[src/rtl/multistage_switch_if.sv]
// Bundles the button input and the stage outputs of multistage_switch.
//   pressed : button level, sampled on posedge clk (driven by master)
//   on      : one-hot stage, bit0 = OFF             (driven by slave)
//   level   : binary stage index                    (driven by slave)
//   adv     : one-cycle pulse after a level increase (driven by slave)
interface multistage_switch_if #(
  parameter int unsigned N_STAGES = 3
);
  localparam int unsigned LW = $clog2(N_STAGES);

  logic                pressed;
  logic [N_STAGES-1:0] on;
  logic [LW-1:0]       level;
  logic                adv;

  modport master (output pressed, input on, level, adv);
  modport slave  (input pressed, output on, level, adv);
endinterface

[src/rtl/multistage_switch.sv]
// N-stage press-duration switch. Counts consecutive pressed cycles and steps through stages
// OFF, ON1 .. ON(N-1) at T1, T1+TSTEP, ... pressed edges. Releases are debounced over DEBOUNCE
// low edges; with STICKY=1 the level survives a confirmed release until the next press.
//   clk : clock, all state on posedge
//   rst : asynchronous, active-high reset
//   sw  : slave modport carrying pressed (in) and on/level/adv (out), all outputs registered
module multistage_switch #(
  parameter int unsigned N_STAGES = 3,
  parameter int unsigned T1       = 10,
  parameter int unsigned TSTEP    = 5,
  parameter int unsigned DEBOUNCE = 2,
  parameter int unsigned STICKY   = 0,
  parameter int unsigned CW       = 5
) (
  input logic                 clk,
  input logic                 rst,
  multistage_switch_if.slave  sw
);

  localparam int unsigned LW     = $clog2(N_STAGES);
  localparam int unsigned RW     = $clog2(DEBOUNCE + 1);
  localparam int unsigned CMAX   = T1 + (N_STAGES - 2) * TSTEP;
  localparam int unsigned CW_TOP = (1 << CW) - 1;

  localparam logic [CW-1:0]       C_MAX  = CW'(CMAX);
  localparam logic [RW-1:0]       RC_MAX = RW'(DEBOUNCE);
  localparam logic [N_STAGES-1:0] ON_OFF = {{(N_STAGES - 1){1'b0}}, 1'b1};

  if (CW_TOP < CMAX) begin : g_cw_check
    $error("multistage_switch: CW too narrow to hold T1+(N_STAGES-2)*TSTEP");
  end

  logic [CW-1:0]       r_c;
  logic [RW-1:0]       r_rc;
  logic [LW-1:0]       r_level;
  logic [N_STAGES-1:0] r_on;
  logic                r_adv;

  logic [CW-1:0]       w_c_next;
  logic [RW-1:0]       w_rc_next;
  logic [LW-1:0]       w_level_next;

  // Stage reached after c consecutive pressed edges, capped at the top stage.
  function automatic logic [LW-1:0] f_stage(input logic [CW-1:0] c);
    int unsigned v;
    int unsigned s;
    v = 32'(c);
    if (v < T1) s = 0;
    else        s = 1 + (v - T1) / TSTEP;
    if (s > N_STAGES - 1) s = N_STAGES - 1;
    return LW'(s);
  endfunction

  always_comb begin
    w_c_next     = r_c;
    w_rc_next    = r_rc;
    w_level_next = r_level;
    if (sw.pressed) begin
      w_rc_next = '0;
      if (r_c < C_MAX) w_c_next = r_c + CW'(1);
      // r_rc at its max means a release was confirmed; a sticky level is dropped on re-press.
      if (STICKY != 0 && r_rc == RC_MAX) w_level_next = '0;
      else                               w_level_next = f_stage(w_c_next);
    end else begin
      if (r_rc < RC_MAX) w_rc_next = r_rc + RW'(1);
      // Short lows below the debounce count leave c untouched (glitch).
      if (w_rc_next == RC_MAX) w_c_next = '0;
      if (!(STICKY != 0 && w_rc_next == RC_MAX)) w_level_next = f_stage(w_c_next);
    end
  end

  always_ff @(posedge clk or posedge rst) begin
    if (rst) begin
      r_c     <= '0;
      r_rc    <= '0;
      r_level <= '0;
      r_on    <= ON_OFF;
      r_adv   <= 1'b0;
    end else begin
      r_c     <= w_c_next;
      r_rc    <= w_rc_next;
      r_level <= w_level_next;
      r_on    <= ON_OFF << w_level_next;
      r_adv   <= (w_level_next > r_level);
    end
  end

  assign sw.on    = r_on;
  assign sw.level = r_level;
  assign sw.adv   = r_adv;

  a_onehot : assert property (@(posedge clk) disable iff (rst) $onehot(r_on));
  a_on_lvl : assert property (@(posedge clk) disable iff (rst) r_on == (ON_OFF << r_level));

endmodule
[src/flat_wrapper.sv]
// flat-port wrapper written by rule: the top's interface ports become plain ports
module multistage_switch_flat 
#(
  parameter int unsigned N_STAGES = 3,
  parameter int unsigned T1       = 10,
  parameter int unsigned TSTEP    = 5,
  parameter int unsigned DEBOUNCE = 2,
  parameter int unsigned STICKY   = 0,
  parameter int unsigned CW       = 5
)
  (clk, rst, sw_pressed, sw_on, sw_level, sw_adv);
  multistage_switch_if #(.N_STAGES(N_STAGES)) sw_i ();
  input logic clk;
  input logic rst;
  input wire logic [$bits(sw_i.pressed)-1:0] sw_pressed;
  output wire logic [$bits(sw_i.on)-1:0] sw_on;
  output wire logic [$bits(sw_i.level)-1:0] sw_level;
  output wire logic [$bits(sw_i.adv)-1:0] sw_adv;
  assign sw_i.pressed = sw_pressed;
  assign sw_on = sw_i.on;
  assign sw_level = sw_i.level;
  assign sw_adv = sw_i.adv;
  multistage_switch #(.N_STAGES(N_STAGES), .T1(T1), .TSTEP(TSTEP), .DEBOUNCE(DEBOUNCE), .STICKY(STICKY), .CW(CW)) u_core (.clk(clk), .rst(rst), .sw(sw_i));
endmodule
[config.mk]
export PLATFORM = sky130hd
export DESIGN_NAME = multistage_switch_flat
export DESIGN_NICKNAME = d
export VERILOG_FILES = /design/src/rtl/multistage_switch_if.sv /design/src/rtl/multistage_switch.sv /design/src/flat_wrapper.sv
export SDC_FILE = /design/constraint.sdc
export NUM_CORES = 1
export LEC_CHECK = 0
export ABC_AREA = 1
export CORE_AREA = 2 2 133 135
export CTS_CLUSTER_DIAMETER = 80
export CTS_CLUSTER_SIZE = 16
export DETAILED_ROUTE_END_ITERATION = 6
export DIE_AREA = 0 0 135 137
export MAX_ROUTING_LAYER = met4
export PLACE_DENSITY = 0.65
export REMOVE_ABC_BUFFERS = 1
export SLEW_MARGIN = 10
export SYNTH_ARGS = -nofsm -noshare
export SYNTH_HDL_FRONTEND = slang
export SYNTH_SLANG_ARGS = --single-unit
[constraint.sdc]
create_clock -name clk -period 14 [get_ports clk]
set_input_delay 2.8 -clock clk [delete_from_list [all_inputs] [get_ports clk]]
set_output_delay 2.8 -clock clk [all_outputs]
set_load 0.02 [all_outputs]
Word level (Yosys, flattened, before mapping)
Cells that the tools add are included.
Widths: inputs -> output; s select.

cells by class
  add/sub/neg operators = 6
  div/mod/pow operators = 2
  order comparisons = 7
  equal/unequal tests = 1
  shift operators = 1
  mux-type cells = 15

operators by type and width
  kind                   count
  $mux 32                4
  $add 1x32->32 const A  2
  $div 32x3->32 const B  2
  $gt 32x2->1 const B    2
  $mux 5                 5
  $lt 5x4->1 const B     3
  $mux 2                 6
  $sub 5x4->6 const B    2
  $add 5x1->5 const B    1
  $shl 1x2->3 const A    1
  $add 2x1->2 const B    1
  $eq 2x2->1 const B     1
  $gt 2x2->1             1
  $lt 2x2->1 const B     1

storage, ports and cells
  flip-flop bits (word level) = 13
  output and inout port bits = 6
  word-level logic and storage cells = 37

Depth between registers and ports, before layout
Gate-level depths: netlist of the first run.

  depth after elaboration = 15
  mapped depth = 111

Worst setup path before layout of the first run
OpenSTA, ideal clock, no wires.

  kind = reg2reg
  start point = register u_core.r_rc[0]
  end point = register u_core.r_adv, in the netlist u_core.sw.adv
  arrival time = 11.360 ns
  data required time = 13.935 ns
  path slack = 2.574 ns
  cell stages (with the launch flop) = 100
  buffers on the path = 8
  cells stage by stage = dfrtp_1 > inv_1 > ha_1 > nor2_1 > inv_1 > ha_1 > inv_1 > nand3_2 > nand2_2 > buf_4 > inv_2 > or2_2 > ha_1 > buf_6 > inv_4 > nand3_4 > nand2_2 > buf_6 > [64 not listed] > buf_6 > nand2_1 > nand3_2 > nor2_2 > nand3_2 > ha_1 > inv_1 > nor2_1 > nand2_1 > xor2_1 > nand4_1 > nor2_2 > nand3_2 > nand2_2 > inv_1 > ha_1 > or3_1 > nand2_1

between the ends
  word-level cells in the longest chain between the ends = 15

RTL lines
  what                                              line                     text
  start, declared                                   multistage_switch.sv:34  logic [RW-1:0] r_rc;
  start signal, assigned                            multistage_switch.sv:81  r_rc <= w_rc_next;
  $add 2x1->2 / $lt 2x2->1 (equally long branches)  multistage_switch.sv:65  if (r_rc < RC_MAX) w_rc_next = r_rc + RW'(1);
  $mux 2 (*)                                        multistage_switch.sv:65
  $mux 2 (*)                                        multistage_switch.sv:58  if (sw.pressed) begin
  $eq 2x2->1 (*)                                    multistage_switch.sv:67  if (w_rc_next == RC_MAX) w_c_next = '0;
  $mux 5 (*)                                        multistage_switch.sv:67
  $mux 5 (*)                                        multistage_switch.sv:58
  $sub 5x4->6                                       multistage_switch.sv:49  else s = 1 + (v - T1) / TSTEP;
  $div 32x3->32                                     multistage_switch.sv:49
  $add 1x32->32                                     multistage_switch.sv:49
  $mux 32 (*)                                       multistage_switch.sv:48  if (v < T1) s = 0;
  $mux 32 (*)                                       multistage_switch.sv:58
  $gt 32x2->1                                       multistage_switch.sv:50  if (s > N_STAGES - 1) s = N_STAGES - 1;
  $mux 2 (*)                                        multistage_switch.sv:50
  $mux 2 (*)                                        multistage_switch.sv:58
  named net u_core.w_level_next[0]                  multistage_switch.sv:41  logic [LW-1:0] w_level_next;
  $gt 2x2->1 (*)                                    multistage_switch.sv:84  r_adv <= (w_level_next > r_level);
  end signal, assigned                              multistage_switch.sv:84
  end, declared                                     multistage_switch.sv:37  logic r_adv;

The timed path passes the listed nets; every way through them passes the cells marked *. The select of a mux whose other input is x is not followed.

Worst setup path in the final report of the first run
Same ends and word-level chain as after synthesis.

==> reports/metrics.yaml, run 1 <==
floorplanning:
  die_area_sq_mm: 0.0185
  rows: 48
  die_w_microns: 135
  io_pins: 9
  core-area_sq_mm: 0.0171
  start_util: 0.495
  die_y_microns: 137
sta:
  worst_slew_pin_slew_ns: 0.785
  fin_ws_ns: 1.06
  fmax_mhz: 77.3
  whs_ns: 0.551
  finalHoldViolations: 0
  maxSlewHeadroom: 0.471
  min_period_over_period: 0.924
  drv_slew: 0
  min_period_ns: 12.94
  skew_ns: 0.00240
  setup_viol: 0
hold_path:
  min_from: "u_core.sw.level[1]"
  hold_path_class: "reg2reg"
synthesis:
  synth_edf_count: 0
  synth.avg_cell_area_sq_um: 5.50
  ys_ff_latch: 13
  postSynth.asyncResetShare: 1.00
  synth.area.top_cells: "nand2_1 (19%), inv_1 (10%), nand3_1 (8.5%)"
  seq_area_frac_synth: 0.0386
  synth_top_cell_by_area: "nand2_1"
  synth_warnings: 0
  synth_top_area_share: 0.188
  netlist_area_sq_mm: 0.00845
  synth_common_cells: "nand2_1 (424), inv_1 (226), nor2_1 (159), nand3_1 (143), o21ai_0 (69)"
  synth.most_common_cell: "nand2_1"
  ys.flop_type: "dfrtp_1"
  synth_cells: 1536
  synth.distinct_cells: 66
grt:
  antenna_found_initial: 0
  grt_usage: 0.265
  overflow: 0
  grt_pass1_wl_mm: 39.9
  grt_max_degree: 23
  grt_pass1_vias: 8459
flow_run:
  drv_cap: 0
placed_design:
  hpwl_mm: 20.0
  io_buffers: 8
  dp.cells: 1756
  place_congestion: 0.934
  dpl_cell_area_sq_mm: 0.00864
  dp_worst_setup_slack_ns: -0.0240
drt:
  routed-via-count: 9704
  drtAntennaViolNets: 0
  routed_wl_mm: 24.5
  vias_per_cell: 5.44
  wl_per_cell_microns: 13.7
  drtIter0Drc: 811
  drc_errors: 0
  firstDrtPassIters: 5
cts:
  clockBufferDepth: 2
  cts_tree: "done"
  cts_buffers: 3
  cts.sinks: 13
  path_clk_slew_ns: 0.04
  root_buffer: "clkbuf_16"
  holdBufCountCts: 0
  insertion_delay_ns: 0.24
  htree_levels: 1
final_layout:
  drive_above_1_share: 0.177
  final_cells: 1785
  design_area_sq_mm: 0.00910
  n_antenna_cell: 0
  finalNetCount: 1590
  area_growth_pct: 7.73
worst_setup_path:
  reg2reg_from: "u_core.r_rc[0]"
  crit_start: "u_core.r_rc[0]"
  worstPathMaxFanout: 12
  arrival_ns: 13.11
  cpPeakStageDelay_ns: 0.37
  crit_slowest_cell: "or3_1"
  worstPathRequired_ns: 14.18
  crit_path_end_kind: "flip-flop"
  cpMostUsedCell: "nand2_2"
  start_kind: "flip-flop"
  path_class: "reg2reg"
outcome:
  outcome: "finished clean"
## final cells by class
type                    instances  area [sq um]
well taps                     225           282
fillers                      1827          7950
repair buffers                 34           288
multi-input cells            1248          7140
clock buffers                   4          78.8
inverters                     261           992
flip-flops and latches         13           327
## metrics by stage
| step | setup TNS [ns] | util |
|---|---|---|
| floorplan | 0 | - |
| global placement | 0 | 0.506 |
| detailed placement | -0.0240 | 0.506 |
| CTS | 0 | 0.513 |
| global route | -0.0368 | 0.534 |
| finish | 0 | 0.534 |
## cells in the final DEF (no fill, tap or decap), types with 13 or more instances in the layout
| master | synthesis | routed |
|---|---|---|
| nor3_1 | 16 | 16 |
| xor2_1 | 35 | 35 |
| inv_1 | 226 | 225 |
| nor2_2 | 17 | 21 |
| ha_1 | 26 | 25 |
| buf_4 | 2 | 25 |
| a21oi_1 | 27 | 27 |
| xnor2_1 | 21 | 21 |
| inv_2 | 30 | 31 |
| nand3_1 | 143 | 140 |
| nand4_1 | 56 | 56 |
| nand2_1 | 424 | 417 |
| nor2_1 | 159 | 154 |
| nor2_4 | 12 | 13 |
| o21ai_0 | 69 | 68 |
| nand2_2 | 65 | 68 |
| nand3_2 | 26 | 26 |
| nand2_4 | 25 | 26 |
## critical path: cells and delay by family (launching register included)
kind / cells / cell delay [ns]
adders and majority gates: 6 / 1.48
DFF: 1 / 0.31
buffers and inverters: 13 / 1.31
and+or+nand+nor: 67 / 9.35
AOI/OAI and AO/OA: 3 / 0.28
xor gates and xnor gates: 1 / 0.15
## worst paths after layout
path	cells after the start	slack, ns	endpoint
worst max-delay path	90	1.06	u_core.sw.adv
worst min-delay path	2	0.55	u_core.sw.adv
worst max register to register	90	1.06	u_core.sw.adv
worst min register to register	2	0.55	u_core.sw.adv
max in group asynchronous	2	10.76	u_core.sw.on[0]
min in group asynchronous	2	2.89	u_core.sw.on[2]
## per-layer routing
| metal | track usage | part of all wire | vias to the layer above |
|---|---|---|---|
| li1 | - | - | 5015 |
| met1 | 0.362 | 0.46 | 4350 |
| met2 | 0.430 | 0.46 | 293 |
| met3 | 0.0222 | 0.058 | 46 |
| met4 | 0.0544 | 0.021 | 0 |
| met5 | - | 0 | - |
## flip-flops by register name, indices dropped and copies added, names as in the netlist
signal	count
u_core.r_rc	2
u_core.sw.adv	1
u_core.sw.on	3
u_core.sw.level	2
u_core.r_c	5
## kinds of logic after synthesis
logic type / Yosys count / synth area share
adder cells (fa/ha/maj): 26 / 0.0385
flip-flops: 13 / 0.0387
AND/OR/NAND/NOR: 994 / 0.602
XOR/XNOR: 57 / 0.0600
other: 1 / 0.000444
buffers and inverters: 284 / 0.145
AO/OA/AOI/OAI: 161 / 0.116
## what timing repair did
action / 4_1_cts / 5_1_grt
gates cloned: 1 / 3
pin swaps: 1 / 8
setup endpoints to repair: 1 / 6
setup buffers: 2 / 19
resized for setup: 0 / 35
Power of run 1 is not shown: default switching activity piles up to over one toggle a cycle in this logic, so the estimate is an artifact.
==> inputs of run 2 (changes only) <==
--- a/config.mk
+++ b/config.mk
@@ -6,9 +6,10 @@
 export NUM_CORES = 1
 export LEC_CHECK = 0
 export ABC_AREA = 1
+export CAP_MARGIN = 20
 export CORE_AREA = 2 2 133 135
 export CTS_CLUSTER_DIAMETER = 80
-export CTS_CLUSTER_SIZE = 16
+export CTS_CLUSTER_SIZE = 12
 export DETAILED_ROUTE_END_ITERATION = 6
 export DIE_AREA = 0 0 135 137
 export MAX_ROUTING_LAYER = met4
==> constraint.sdc (replaced) <==
create_clock -name clk -period 14.2 [get_ports clk]
set_input_delay 2.84 -clock clk [delete_from_list [all_inputs] [get_ports clk]]
set_output_delay 2.84 -clock clk [all_outputs]
set_load 0.02 [all_outputs]
==> reports/metrics.yaml, run 2 (synthesized netlist as in run 1, its figures left out) <==
worst_setup_path:
  crit_path_end_kind: "flip-flop"
  cpPeakStageDelay_ns: 0.47  # +0.10 ns
  arrival_ns: 13.39  # +0.28 ns
  cpMostUsedCell: "nand2_2"
  crit_slowest_cell: "nand4_2"
  path_class: "reg2reg"
  worstPathRequired_ns: 14.38  # +0.20 ns
  worstPathMaxFanout: 14  # +2
  cp_num_buf_inv: 14  # +1
  start_kind: "flip-flop"
  crit_family: "simple AND/OR/NAND/NOR gates"
floorplanning:
  die_w_microns: 135  # unchanged
  core-area_sq_mm: 0.0171  # unchanged
  io_pins: 9  # unchanged
  rows: 48  # unchanged
  die_y_microns: 137  # unchanged
  die_area_sq_mm: 0.0185  # unchanged
  start_util: 0.495  # unchanged
sta:
  worst_slew_pin_slew_ns: 0.583  # -0.201 ns
  drv_slew: 0  # unchanged
  fin_ws_ns: 0.988  # -0.0763 ns
  skew_ns: 0.000980  # -0.00142 ns
  min_period_ns: 13.21  # +0.276 ns
  fmax_mhz: 75.7  # -2.1%
  setup_viol: 0  # unchanged
  min_period_over_period: 0.930  # +0.00645
  finalHoldViolations: 0  # unchanged
  maxSlewHeadroom: 0.610  # +0.138
grt:
  grt_pass1_wl_mm: 39.5  # -1.1%
  grt_max_degree: 23  # unchanged
  grt_usage: 0.261  # -0.00361
  overflow: 0  # unchanged
  antenna_found_initial: 0  # unchanged
  grt_pass1_vias: 8461  # +0.024%
placed_design:
  dpl_cell_area_sq_mm: 0.00864  # unchanged
  place_congestion: 0.977  # +4.6%
  io_buffers: 8  # unchanged
  dp_worst_setup_slack_ns: 0.184  # +0.208 ns
  hpwl_mm: 19.9  # -0.25%
outcome:
  outcome: "finished clean"
cts:
  cts_tree: "done"
  htree_levels: 1  # unchanged
  path_clk_slew_ns: 0.04  # about the same
  holdBufCountCts: 0  # unchanged
  insertion_delay_ns: 0.24  # about the same
  clockBufferDepth: 2  # unchanged
  cts_buffers: 3  # unchanged
  root_buffer: "clkbuf_16"
  cts.sinks: 13  # unchanged
final_layout:
  drive_above_1_share: 0.159  # -0.0176
  final.fill_count: 1875  # +2.6%
  n_antenna_cell: 0  # unchanged
  regMostFlops: "u_core.r_c"
  area_growth_pct: 5.39
  largest_reg_flops: 5  # unchanged
  design_area_sq_mm: 0.00890  # -2.2%
  final_common_cell: "nand2_1"
  finalNetCount: 1574  # -1.0%
  layout.cells.most_common_list: "nand2_1 (423), inv_1 (226), nor2_1 (158), nand3_1 (142), o21ai_0 (69)"
drt:
  vias_per_cell: 5.38  # -0.96%
  firstDrtPassIters: 5  # unchanged
  drtIter0Drc: 655  # -19%
  wl_per_cell_microns: 13.8  # +0.42%
  drtAntennaViolNets: 0  # unchanged
  routed_wl_mm: 24.4  # -0.48%
  routed-via-count: 9525  # -1.8%
  drc_errors: 0  # unchanged
hold_path:
  hold_path_class: "reg2reg"
flow_run:
  drv_cap: 0  # unchanged
## run 2: final cells by class
| type | count | area [sq um] | area share |
|---|---|---|---|
| inverter | 261 | 992 | 0.111 |
| tap | 225 | 282 | 0.0316 |
| timing repair buffer | 18 | 168 | 0.0188 |
| clock buffer | 4 | 78.8 | 0.00885 |
| sequential | 13 | 327 | 0.0367 |
| multi-input combinational | 1248 | 7060 | 0.793 |
## run 2: metal layers
layer,part of all wire,vias to the layer above,track usage
met1,0.47,4308,0.348
li1,-,4957,-
met4,0.015,0,0.0509
met2,0.46,229,0.437
met3,0.048,31,0.0219
met5,0,-,-
## run 2: path summary, 6_finish.rpt
check	endpoint	cells past startpoint	from	slack, ns
max	u_core.sw.adv	92	u_core.r_rc[0]	0.99
min reg2reg	u_core.sw.adv	2	u_core.sw.level[1]	0.54
min in group asynchronous	u_core.sw.on[2]	2	rst	2.92
max in group asynchronous	u_core.sw.on[0]	2	rst	10.93
max reg2reg	u_core.sw.adv	92	u_core.r_rc[0]	0.99
min	u_core.sw.adv	2	u_core.sw.level[1]	0.54
## run 2: through the flow
stage	utilization	hold slack, ns	TNS, ns	std cells
floorplan	-	0.567	0	1518
global placement	0.506	0.540	0	1756
detailed placement	0.506	0.534	0	1756
CTS	0.511	0.546	0	1760
global route	0.522	0.571	-0.0735	1769
finish	0.522	0.542	0	1769
## run 2: worst min-delay path, cell delays in order, from the launching register on
cell and delay [ns]:
dfrtp_1 0.35, or3_1 0.11, nand2_1 0.04
## run 2: what timing repair did
| item | CTS | global route |
|---|---|---|
| buffers inserted | 0 | 5 |
| setup endpoints to repair | 0 | 6 |
| resized for setup | 0 | 15 |
Power of run 2 is left out for the same reason.
